[src/rtl/if_id_queue.sv]
// Fetch-to-decode instruction queue: DEPTH-entry FIFO of {instr, pc2} with flush and NOP-on-empty.
// Optional IFID_BUBBLE_CNT_EN adds a saturating decode-starvation counter on bubble_cnt.
module if_id_queue #(
  parameter int          DEPTH     = 2,
  parameter logic [15:0] NOP_INSTR = 16'h0800
) (
  input  logic                     clk,
  input  logic                     rst,
  input  logic                     f_valid,
  input  logic [15:0]              f_instr,
  input  logic [15:0]              f_pc2,
  output logic                     f_ready,
  output logic                     d_valid,
  output logic [15:0]              d_instr,
  output logic [15:0]              d_pc2,
  input  logic                     d_ready,
  input  logic                     flush,
  output logic [$clog2(DEPTH):0]   count,
  output logic                     err
`ifdef IFID_BUBBLE_CNT_EN
  ,
  output logic [15:0]              bubble_cnt
`endif
);
  localparam int PW = $clog2(DEPTH);
  localparam int CW = PW + 1;

  logic [PW-1:0] wr_ptr_q, wr_ptr_d, rd_ptr_q, rd_ptr_d;
  logic [CW-1:0] count_q, count_d;
  logic          err_q, err_d;
  logic [31:0]   mem_q [DEPTH];
  logic [31:0]   head;
  logic          push, pop;

  // Ready depends only on registered occupancy, never on d_ready.
  assign f_ready = (count_q != CW'(DEPTH));
  assign d_valid = (count_q != '0);
  assign push    = f_valid & f_ready & ~flush;
  assign pop     = d_valid & d_ready & ~flush;

  assign head    = mem_q[rd_ptr_q];
  assign d_instr = d_valid ? head[31:16] : NOP_INSTR;
  assign d_pc2   = d_valid ? head[15:0]  : 16'h0000;
  assign count   = count_q;
  assign err     = err_q;

  always_comb begin
    wr_ptr_d = wr_ptr_q;
    rd_ptr_d = rd_ptr_q;
    count_d  = count_q;
    // Overflow: fetch kept f_valid high against a full queue.
    err_d    = err_q | (f_valid & ~f_ready & ~flush);
    if (flush) begin
      wr_ptr_d = '0;
      rd_ptr_d = '0;
      count_d  = '0;
    end else begin
      if (push) wr_ptr_d = wr_ptr_q + 1'b1;
      if (pop)  rd_ptr_d = rd_ptr_q + 1'b1;
      case ({push, pop})
        2'b10:   count_d = count_q + 1'b1;
        2'b01:   count_d = count_q - 1'b1;
        default: count_d = count_q;
      endcase
    end
  end

  always_ff @(posedge clk or negedge rst) begin
    if (!rst) begin
      wr_ptr_q <= '0;
      rd_ptr_q <= '0;
      count_q  <= '0;
      err_q    <= 1'b0;
    end else begin
      wr_ptr_q <= wr_ptr_d;
      rd_ptr_q <= rd_ptr_d;
      count_q  <= count_d;
      err_q    <= err_d;
    end
  end

  // Storage needs no reset: entries are only observed while counted valid.
  always_ff @(posedge clk) begin
    if (push) mem_q[wr_ptr_q] <= {f_instr, f_pc2};
  end

`ifdef IFID_BUBBLE_CNT_EN
  logic [15:0] bubble_q, bubble_d;

  always_comb begin
    bubble_d = bubble_q;
    if (d_ready && !d_valid && bubble_q != 16'hFFFF) bubble_d = bubble_q + 16'd1;
  end

  always_ff @(posedge clk or negedge rst) begin
    if (!rst) bubble_q <= '0;
    else      bubble_q <= bubble_d;
  end

  assign bubble_cnt = bubble_q;
`endif
endmodule

[config.mk]
export PLATFORM = sky130hd
export DESIGN_NAME = if_id_queue
export DESIGN_NICKNAME = d
export VERILOG_FILES = /design/src/rtl/if_id_queue.sv
export SDC_FILE = /design/constraint.sdc
export NUM_CORES = 1
export LEC_CHECK = 0
export CAP_MARGIN = 20
export CELL_PAD_IN_SITES_DETAIL_PLACEMENT = 1
export CELL_PAD_IN_SITES_GLOBAL_PLACEMENT = 1
export CORE_MARGIN = 3
export CORE_UTILIZATION = 40
export CTS_BUF_LIST = sky130_fd_sc_hd__clkbuf_4 sky130_fd_sc_hd__clkbuf_8
export DETAILED_ROUTE_END_ITERATION = 16
export HOLD_SLACK_MARGIN = 0.05
export PLACE_DENSITY_LB_ADDON = 0.1
export SETUP_SLACK_MARGIN = 0.4
export SYNTH_ARGS = -nofsm -noshare
export SYNTH_HDL_FRONTEND = slang
export SYNTH_SLANG_ARGS = --single-unit
[constraint.sdc]
create_clock -name clk -period 5.75 [get_ports clk]
set_clock_uncertainty 0.05 [all_clocks]
set_input_delay 0.8625 -clock clk [delete_from_list [all_inputs] [get_ports clk]]
set_output_delay 0.8625 -clock clk [all_outputs]
set_load 0.01 [all_outputs]
---- After elaboration in Yosys (flattened, before gate mapping) ----
Memory sizes are Yosys's and may differ from the RTL's.
Index checks and enable logic that the tools add are counted.
operators by class
  muxes and demuxes ....................... 10
  reductions and logical operators ........ 4
  bitwise operators ....................... 9
  equality and inequality tests ........... 3
  add/subtract/negate cells ............... 4
operators with widths
  kind                   count
  $mux W16               2
  $and A1 B1 Y1          6
  $mux W1                6
  $reduce_bool A2 Y1     3
  $pmux W2 S2            1
  $reduce_bool A3 Y1     1
  $add A1 B1 Y1 const B  2
  $add A2 B1 Y2 const B  1
  $eq A2 B1 Y1 const B   1
  $eq A2 B2 Y1 const B   1
  $mux W2                1
  $ne A2 B2 Y1 const B   1
  $not A1 Y1             2
  $sub A2 B1 Y2 const B  1
  $or A1 B1 Y1           1
word-level totals
  memories kept ........................... 1
  RAM bits ................................ 64
  output and inout bits ................... 37
  logic and storage cells ................. 35
  register bits after elaboration ......... 5
memories
  name   depth  width  rd ports  clocked after Yosys merged registers in  wr ports  line  text
  mem_q  2      32     1         0                                        1         31    logic [31:0] mem_q [DEPTH];

---- Logic depth before layout (Yosys ltp) ----
Gate-level depths: netlist of the first run.
  depth after elaboration ................. 6
  depth in mapped cells ................... 4

---- Least setup slack after synthesis of the first run ----
OpenSTA, ideal clock, no wires.
  kind .................................... in2reg
  start point ............................. input port flush
  end point ............................... memory mem_q[0][0], enable pin
  path slack .............................. 1.136 ns
  buffers on the path ..................... 0
  stages .................................. 1
  data arrival time ....................... 4.062 ns
  library setup time ...................... 0.502 ns
  required time ........................... 5.198 ns
  cells stage by stage .................... nor4_1
on the way
  cells in the longest elaborated chain, start to end .. 4
ends and longest elaborated chain
  item                           line  text
  start: declaration             17    input logic flush,
  $not A1 Y1                     38    assign push = f_valid & f_ready & ~flush;
  $and A1 B1 Y1                  38
  $mux W1                        84    if (push) mem_q[wr_ptr_q] <= {f_instr, f_pc2};
  $mux W1 (implied by the code)  84
  end: declaration               31
Every way passes these cells.

---- Worst setup path after layout of the first run ----
  start point ............................. register count_q[0] (netlist: count[0])
  end point ............................... output port d_instr[11]
on the way
  cells in the longest elaborated chain, start to end .. 2
ends and longest elaborated chain
  item                      line  text
  start: declaration        29    logic [CW-1:0] count_q, count_d;
  start signal: assignment  77    count_q <= count_d;
  $reduce_bool A2 Y1        37    assign d_valid = (count_q != '0);
  $mux W16                  42    assign d_instr = d_valid ? head[31:16] : NOP_INSTR;
  end: declaration          14    output logic [15:0] d_instr,
Every way passes these cells.

==> flow_summary.ini, run 1 <==
[outcome]
outcome = complete, no violations

[floorplanning]
design.die.area_sq_mm = 0.00765
dieWidth_microns = 87.5
core_sq_mm = 0.00639
io-pin-count = 74
rows = 29
chipHeight_microns = 87.5
start_util = 0.416

[clock_network]
cts_buffers = 9
cts_tree = done
clk_root_buffer_cell = clkbuf_8
clock_sinks = 69
cts_setup_buffers = 0
clock_path_buffers = 2
cts_resized = 0
clkLatencyLatePin_ps = 320
htree_levels = 3
ctsHoldBuffers = 0
clk_pin_slew_ps = 80

[power_and_ir_drop]
pwr-share-clk = 0.369
internal-power_w = 0.000899
power_leakage_nw = 1.24
pwr-share-comb = 0.121
switching_power_w = 0.000253
p_sw_frac = 0.220
power_density_mw_per_mm2 = 312
vdd_drop_max_mv = 0.170
p_seq_frac = 0.510

[grt]
grt_first_pass_wirelength_mm = 8.59
grt_max_degree = 34
antenna_found_initial = 0
grt_pass1_vias = 1775
grt_usage = 0.152
overflow = 0

[timing]
setup_violations = 0
slew_headroom = 0.342
fmax_ghz = 0.302
tightestPinTransition_ps = 987
finalHoldViolCount = 0
setup_tns_ps = 0
min_period_ps = 3310
period_share = 0.575
slew_violations = 0
rsz0062_at_grt = false

[logic_synthesis]
ys_warn_count = 0
seq_area_frac_synth = 0.771
synth_edf_count = 64
synth_nets = 201
postSynth.asyncResetShare = 0.0725
ys_ff_latch = 69
synth.avg_cell_area_sq_um = 16.2
syn_inst = 164
syn-cell-area_sq_mm = 0.00265
synth_top_flop_cell = edfxtp_1
synth_cell_types = 22

[job]
cap_violations = 0

[placement]
gp_congestion = 0.710
dp_cells = 309
hpwl_mm = 3.69
portBuffers = 73

[detailed_routing]
via_per_inst = 5.03
vias = 1636
ant_nets = 0
first_pass_iters = 4
wl_mm = 5.62
avgRoutedWirePerCell_microns = 17.3
drt-initial-drc-count = 85
drc = 0

[critical_path]
cp-end-kind = output port
cp.arrival_ps = 2390
crit_fanout = 18
cp-start-kind = flip-flop
crit_type = flip-flop to output port
worstPathRequired_ps = 4840

[cells_and_area]
fin_nets = 280
nFillCells = 615
final_common_cell = clkdlybuf4s50_1
area_delta_synth_final_pct = 39.2
drive_above_1_share = 0.0927
num_antenna_cells = 0
final_cell_mix = 73 x clkdlybuf4s50_1, 64 x edfxtp_1, 34 x nor2_1
stdcell_count = 325

[min_path]
hp-class = flip-flop to flip-flop
[Yosys cell counts (all sizes together), types with 2 or more instances]
cell type | instances | area [sq um]
a21oi | 2 | 10.0
buf | 5 | 25.0
clkbuf | 2 | 7.51
dfrtp | 5 | 125
edfxtp | 64 | 1920
inv | 3 | 11.3
mux2i | 32 | 320
nand2 | 2 | 7.51
nor2 | 35 | 131
o21ai | 3 | 15.0
[per-layer routing]
layer,global-route usage,part of all wire
met5,0,0
met4,0.0642,0.0073
met3,0.0322,0.055
met2,0.276,0.54
met1,0.172,0.40
[flip-flops by register name, indices dropped and copies added, names as in the netlist]
name	count
count	2
err	1
mem_q	64
rd_ptr_q	1
wr_ptr_q	1
[path summary, 6_finish.rpt]
check / from / endpoint / slack [ps] / cells past startpoint
worst max-delay path: count[0] / d_instr[11] / 2440 / 5
worst min-delay path: err / err / 410 / 1
worst max register to register: count[1] / mem_q[1][9] / 3800 / 3
worst min register to register: err / err / 410 / 1
max in group asynchronous: rst / rd_ptr_q / 4710 / 1
min in group asynchronous: rst / count[1] / 720 / 1
[cell type report]
type / count / area (sq um) / area share
well taps: 77 / 96.3 / 0.0261
multi-input cells: 85 / 573 / 0.155
inverters: 3 / 11.3 / 0.00305
flip-flops and latches: 69 / 2050 / 0.555
clock inverters: 6 / 87.6 / 0.0237
repair buffers: 75 / 746 / 0.202
clock buffers: 10 / 131 / 0.0356
[through the flow]
stage	area [sq um]	hold WS (ps)	power (W)	setup WS, ps	util
after floorplan	2650	443	0.000653	1140	-
after global placement	3470	386	0.000734	2830	0.544
after detailed placement	3470	398	0.000741	2740	0.544
after CTS	3690	416	0.00117	2370	0.578
after global routing	3690	439	0.00120	2230	0.578
final	3690	410	0.00115	2440	0.578
[critical path, cell delays in order (launching register included)]
cell	delay (ps)
dfrtp_1	460
nor2_2	560
buf_4	360
inv_1	90
nand2_1	60
clkdlybuf4s50_1	530
[logic make-up (layout without fill, tap and decap cells)]
logic type             after synthesis  after routing  share of synthesized area
XOR/XNOR                             1              1                    0.00330
flip-flops                          69             69                      0.771
buffers and inverters               10             94                     0.0165
AND/OR/NAND/NOR                     44             44                     0.0707
multiplexers                        32             32                      0.121
AO/OA/AOI/OAI                        8              8                     0.0174
[power by group through the flow]
stage               sequential, W  clock (W)  combinational, W
detailed placement       0.000600          0          0.000141
finish                   0.000588   0.000425          0.000139
global route             0.000591   0.000460          0.000151
CTS                      0.000589   0.000436          0.000142
global placement         0.000598          0          0.000136
floorplan                0.000590          0         0.0000638
Note: power is estimated with default switching activity, not from simulation.
==> run 2, diff against run 1 <==
- CORE_UTILIZATION: 40 -> 36
- clock period: 5.75 -> 2.75 ns (I/O delays scaled with it)
==> run 2 against run 1 <==
  * Sequential cell count did not move
  * Power rose by 100%
  * Hold slack got worse by 140 ps
  * First-iteration DRC count fell by 18%
  * Via count fell by 0.31%
  * Combinational power rose by 140%
==> flow_summary.ini, run 2 (synthesized netlist as in run 1, its figures left out) <==
[outcome]
outcome = complete, no violations

[grt]
grt_first_pass_wirelength_mm = 8.81
overflow = 0
antenna_found_initial = 0
grt_pass1_vias = 1758
grt_max_degree = 33
grt_usage = 0.138

[detailed_routing]
first_pass_iters = 4
vias = 1631
avgRoutedWirePerCell_microns = 16.0
drt-initial-drc-count = 70
ant_nets = 0
wl_mm = 5.63
via_per_inst = 4.65
drc = 0

[clock_network]
cts_buffers = 9
htree_levels = 3
clk_pin_slew_ps = 70
clk_root_buffer_cell = clkbuf_8
clock_path_buffers = 2
cts_tree = done
clock_sinks = 69
clkLatencyLatePin_ps = 330
ctsHoldBuffers = 0

[timing]
slew_violations = 0
setup_violations = 0
slew_headroom = 0.696
finalHoldViolCount = 0
setup_ws_ps = 507
whs_ps = 267
tightestPinTransition_ps = 455
fmax_ghz = 0.446
min_period_ps = 2240
rsz0062_at_grt = false
setup_tns_ps = 0
period_share = 0.816

[floorplanning]
core_sq_mm = 0.00698
rows = 30
start_util = 0.380
chipHeight_microns = 91.9
io-pin-count = 74
design.die.area_sq_mm = 0.00844
dieWidth_microns = 91.9

[placement]
gp_congestion = 0.715
dp_cells = 332
place_ws_ps = 566
portBuffers = 73
hpwl_mm = 3.59

[critical_path]
critPathLaunch = rd_ptr_q
crit_buf_inv = 2
cp-end-kind = output port
cp_top_family = buffers and inverters
cp-start-kind = flip-flop
worst_path_max_delay_cell = clkdlybuf4s50_1
worstPathRequired_ps = 2290
crit_fanout = 15
crit_chain = buf_6, mux2i_1, nor2_1, clkdlybuf4s50_1
crit_type = flip-flop to output port
slowest_delay_ps = 570
cp.arrival_ps = 1780
r2r-start = count[1]

[job]
cap_violations = 0

[cells_and_area]
fin_nets = 287
stdcell_count = 351
final_cell_mix = 72 x clkdlybuf4s50_1, 64 x edfxtp_1, 34 x nor2_1
regArea_sq_mm = 0.00205
final_common_cell = clkdlybuf4s50_1
num_antenna_cells = 0
nFillCells = 694
drive_above_1_share = 0.129
top_register = mem_q
multi_input_area_sq_um = 589
area_delta_synth_final_pct = 43.0
largest_register_ffs = 64

[power_and_ir_drop]
power_density_mw_per_mm2 = 612
total_power_w = 0.00232
pwr-share-comb = 0.143
switching_power_w = 0.000522
power_leakage_nw = 1.30
p_seq_frac = 0.522
pwr-share-clk = 0.335
p_sw_frac = 0.225
vdd_drop_max_mv = 0.315
internal-power_w = 0.00180

[min_path]
hp-class = primary input to asynchronous set/reset pin
run 2: cell types whose count changed in the layout (fill, tap and decap cells not counted), moves of 2 or more:
cell / before / now
clkinvlp_4: 2 / 0
buf_12: 0 / 2
buf_4: 2 / 5
clkinv_2: 0 / 4
dfrtp_2: 1 / 3
dfrtp_1: 4 / 2
run 2: what timing repair did:
item / in CTS / in global routing
cloned: 0 / 0
buffers inserted: 0 / 3
setup endpoints to repair: 1 / 13
pin swaps: 0 / 0
resized for setup: 1 / 7
run 2: worst paths after layout:
kind / end / slack (ps) / depth (start not counted)
worst max-delay path: d_pc2[1] / 510 / 4
worst min-delay path: err / 270 / 1
worst max register to register: mem_q[0][11] / 1090 / 3
worst min register to register: err / 410 / 1
max in group asynchronous: count[1] / 2150 / 1
min in group clk: err / 410 / 1
run 2: power groups by stage:
stage          registers (W)  clock network, W  logic [W]
2_1_floorplan        0.00123                 0   0.000135
3_3_place_gp         0.00123                 0   0.000323
3_5_place_dp         0.00123                 0   0.000327
4_1_cts              0.00121          0.000808   0.000330
5_1_grt              0.00121          0.000856   0.000360
6_report             0.00121          0.000779   0.000331
run 2: final cells by class:
class                      count  share of cell area
tap                           96              0.0317
clock inverter                 6              0.0142
sequential                    69               0.541
timing repair buffer          82               0.221
inverter                       3             0.00297
multi-input combinational     85               0.155
clock buffer                  10              0.0346
run 2: layer usage:
layer	global-route usage	vias up	part of all wire
met1	0.163	792	0.40
li1	-	778	-
met2	0.231	53	0.52
met4	0.0594	0	0.014
met3	0.0459	8	0.062
met5	0	-	0
run 2: metrics by stage:
step	utilization	cell area, sq um
global placement	0.510	3560
CTS	0.537	3750
finish	0.543	3790
detailed placement	0.510	3560
floorplan	-	2670
global route	0.543	3790
==> run 3, diff against run 2 <==
- clock period: 2.75 -> 1.8 ns (I/O delays scaled with it)
==> run 3 against run 2 <==
  * The flow now finishes with violations (negative setup slack)
  * Critical path depth increased by 1
  * Hold slack got worse by 160 ps
  * Sequential power increased by 53%
  * Non-clock buffer count increased by 46
  * Setup slack got worse by 560 ps
  * Global-route usage increased by 4.3 points
  * Via count increased by 17%
  * Die area unchanged
  * Combinational power increased by 110%
  * Clock power increased by 55%
  * Routed wire length increased by 44%
  * First-iteration DRC count increased by 26%
==> flow_summary.ini, run 3 (synthesized netlist as in run 1, its figures left out) <==
[clock_network]
cts_tree = done
cts_buffers = 9
clk_root_buffer_cell = clkbuf_8
clkLatencyLatePin_ps = 330
clock_sinks = 69
clk_pin_slew_ps = 80
clock_path_buffers = 2
ctsHoldBuffers = 0
htree_levels = 3

[floorplanning]
dieWidth_microns = 91.9
io-pin-count = 74
chipHeight_microns = 91.9
start_util = 0.380
core_sq_mm = 0.00698
design.die.area_sq_mm = 0.00844
rows = 30

[detailed_routing]
first_pass_iters = 4
avgRoutedWirePerCell_microns = 20.5
via_per_inst = 4.83
wl_mm = 8.13
vias = 1916
drc = 0
drt-initial-drc-count = 88
ant_nets = 0

[placement]
portBuffers = 73
place_area_sq_mm = 0.00363
place_ws_ps = -159
gp_congestion = 0.737
hpwl_mm = 4.11

[grt]
antenna_found_initial = 0
grt_max_degree = 16
grt_pass1_vias = 2139
overflow = 0
met1_usage = 0.213
grt_usage = 0.181
grt.busiest_layer = met2
met2_usage = 0.326
use_met3 = 0.0353
grt_first_pass_wirelength_mm = 11.4

[power_and_ir_drop]
vdd_drop_max_mv = 0.664
power_leakage_nw = 1.69
power_density_mw_per_mm2 = 855
total_power_w = 0.00378

[timing]
slew_violations = 0
fmax_ghz = 0.539
min_period_ps = 1850
setup_ws_ps = -54.9
setup_violations = 11
rsz0062_at_grt = true
period_share = 1.03
slew_headroom = 0.735
whs_ps = 103
tightestPinTransition_ps = 394
setup_tns_ps = -240
finalHoldViolCount = 0

[critical_path]
crit_fanout = 6
reg2reg_to = mem_q[0][23]
r2r_slack_ps = 20
reg2regPathDepth = 7
cp-end-kind = output port
cp-start-kind = flip-flop
r2r-start = count[1]
crit_type = flip-flop to output port
cp.arrival_ps = 1530
worstPathRequired_ps = 1480

[min_path]
hp-class = primary input to asynchronous set/reset pin

[cells_and_area]
final_cell_mix = 64 x edfxtp_1, 35 x clkdlybuf4s50_1, 33 x nor2_1
largest_register_ffs = 64
top_register = mem_q
area_delta_synth_final_pct = 66.5
fin_nets = 333
final_common_cell = edfxtp_1
num_antenna_cells = 0
drive_above_1_share = 0.415
fin_area_sq_mm = 0.00442

[job]
cap_violations = 0

[outcome]
outcome = complete, but fails checks
violations = negative setup slack
==> run 3: per-stage QoR <==
stage / instances / utilization
5_1_grt: 397 / 0.633
6_report: 397 / 0.633
3_5_place_dp: 338 / 0.520
2_1_floorplan: 164 / -
3_3_place_gp: 338 / 0.520
4_1_cts: 386 / 0.600
==> run 3: layer usage <==
layer	up-vias	routed length (microns)	part of all wire
li1	878	-	-
met1	980	3270	0.40
met2	50	4420	0.54
met3	8	338	0.042
met4	0	104	0.013
met5	-	0	0
==> run 3: worst max-delay path by stage <==
stage | startpoint | depth (start not counted) | end
6_report | rd_ptr_q | 5 | d_instr[8]
5_1_grt | rd_ptr_q | 5 | d_instr[8]
3_5_place_dp | f_valid | 4 | mem_q[0][1]
3_3_place_gp | f_valid | 4 | mem_q[0][16]
2_1_floorplan | count[1] | 2 | mem_q[0][0]
4_1_cts | rd_ptr_q | 5 | d_instr[1]
==> run 3: area by class of cell <==
class / count / area, sq um
clock buffer: 9 / 124
clock inverter: 7 / 66.3
fill: 676 / 2560
inverter: 3 / 16.3
multi-input combinational: 85 / 662
sequential: 69 / 2050
tap: 96 / 120
timing repair buffer: 128 / 1380
==> run 3: report_power, final <==
group          internal (W)  switching (W)
logic              0.000398       0.000310
registers           0.00182      0.0000308
clock network      0.000630       0.000584
total               0.00285       0.000924
==> run 3: repair_timing <==
item | in CTS | in global routing
gates cloned | 6 | 3
endpoints found under the hold margin | 0 | 0
resized for setup | 184 | 32
setup endpoints to repair | 102 | 104
pin swaps | 18 | 21
setup buffers | 26 | 8
==> run 3: worst max-delay path, stage by stage (launching register included) <==
cell,delay [ps]
dfrtp_2,440
buf_6,160
buf_6,100
mux2i_1,270
nor2_1,90
buf_2,150
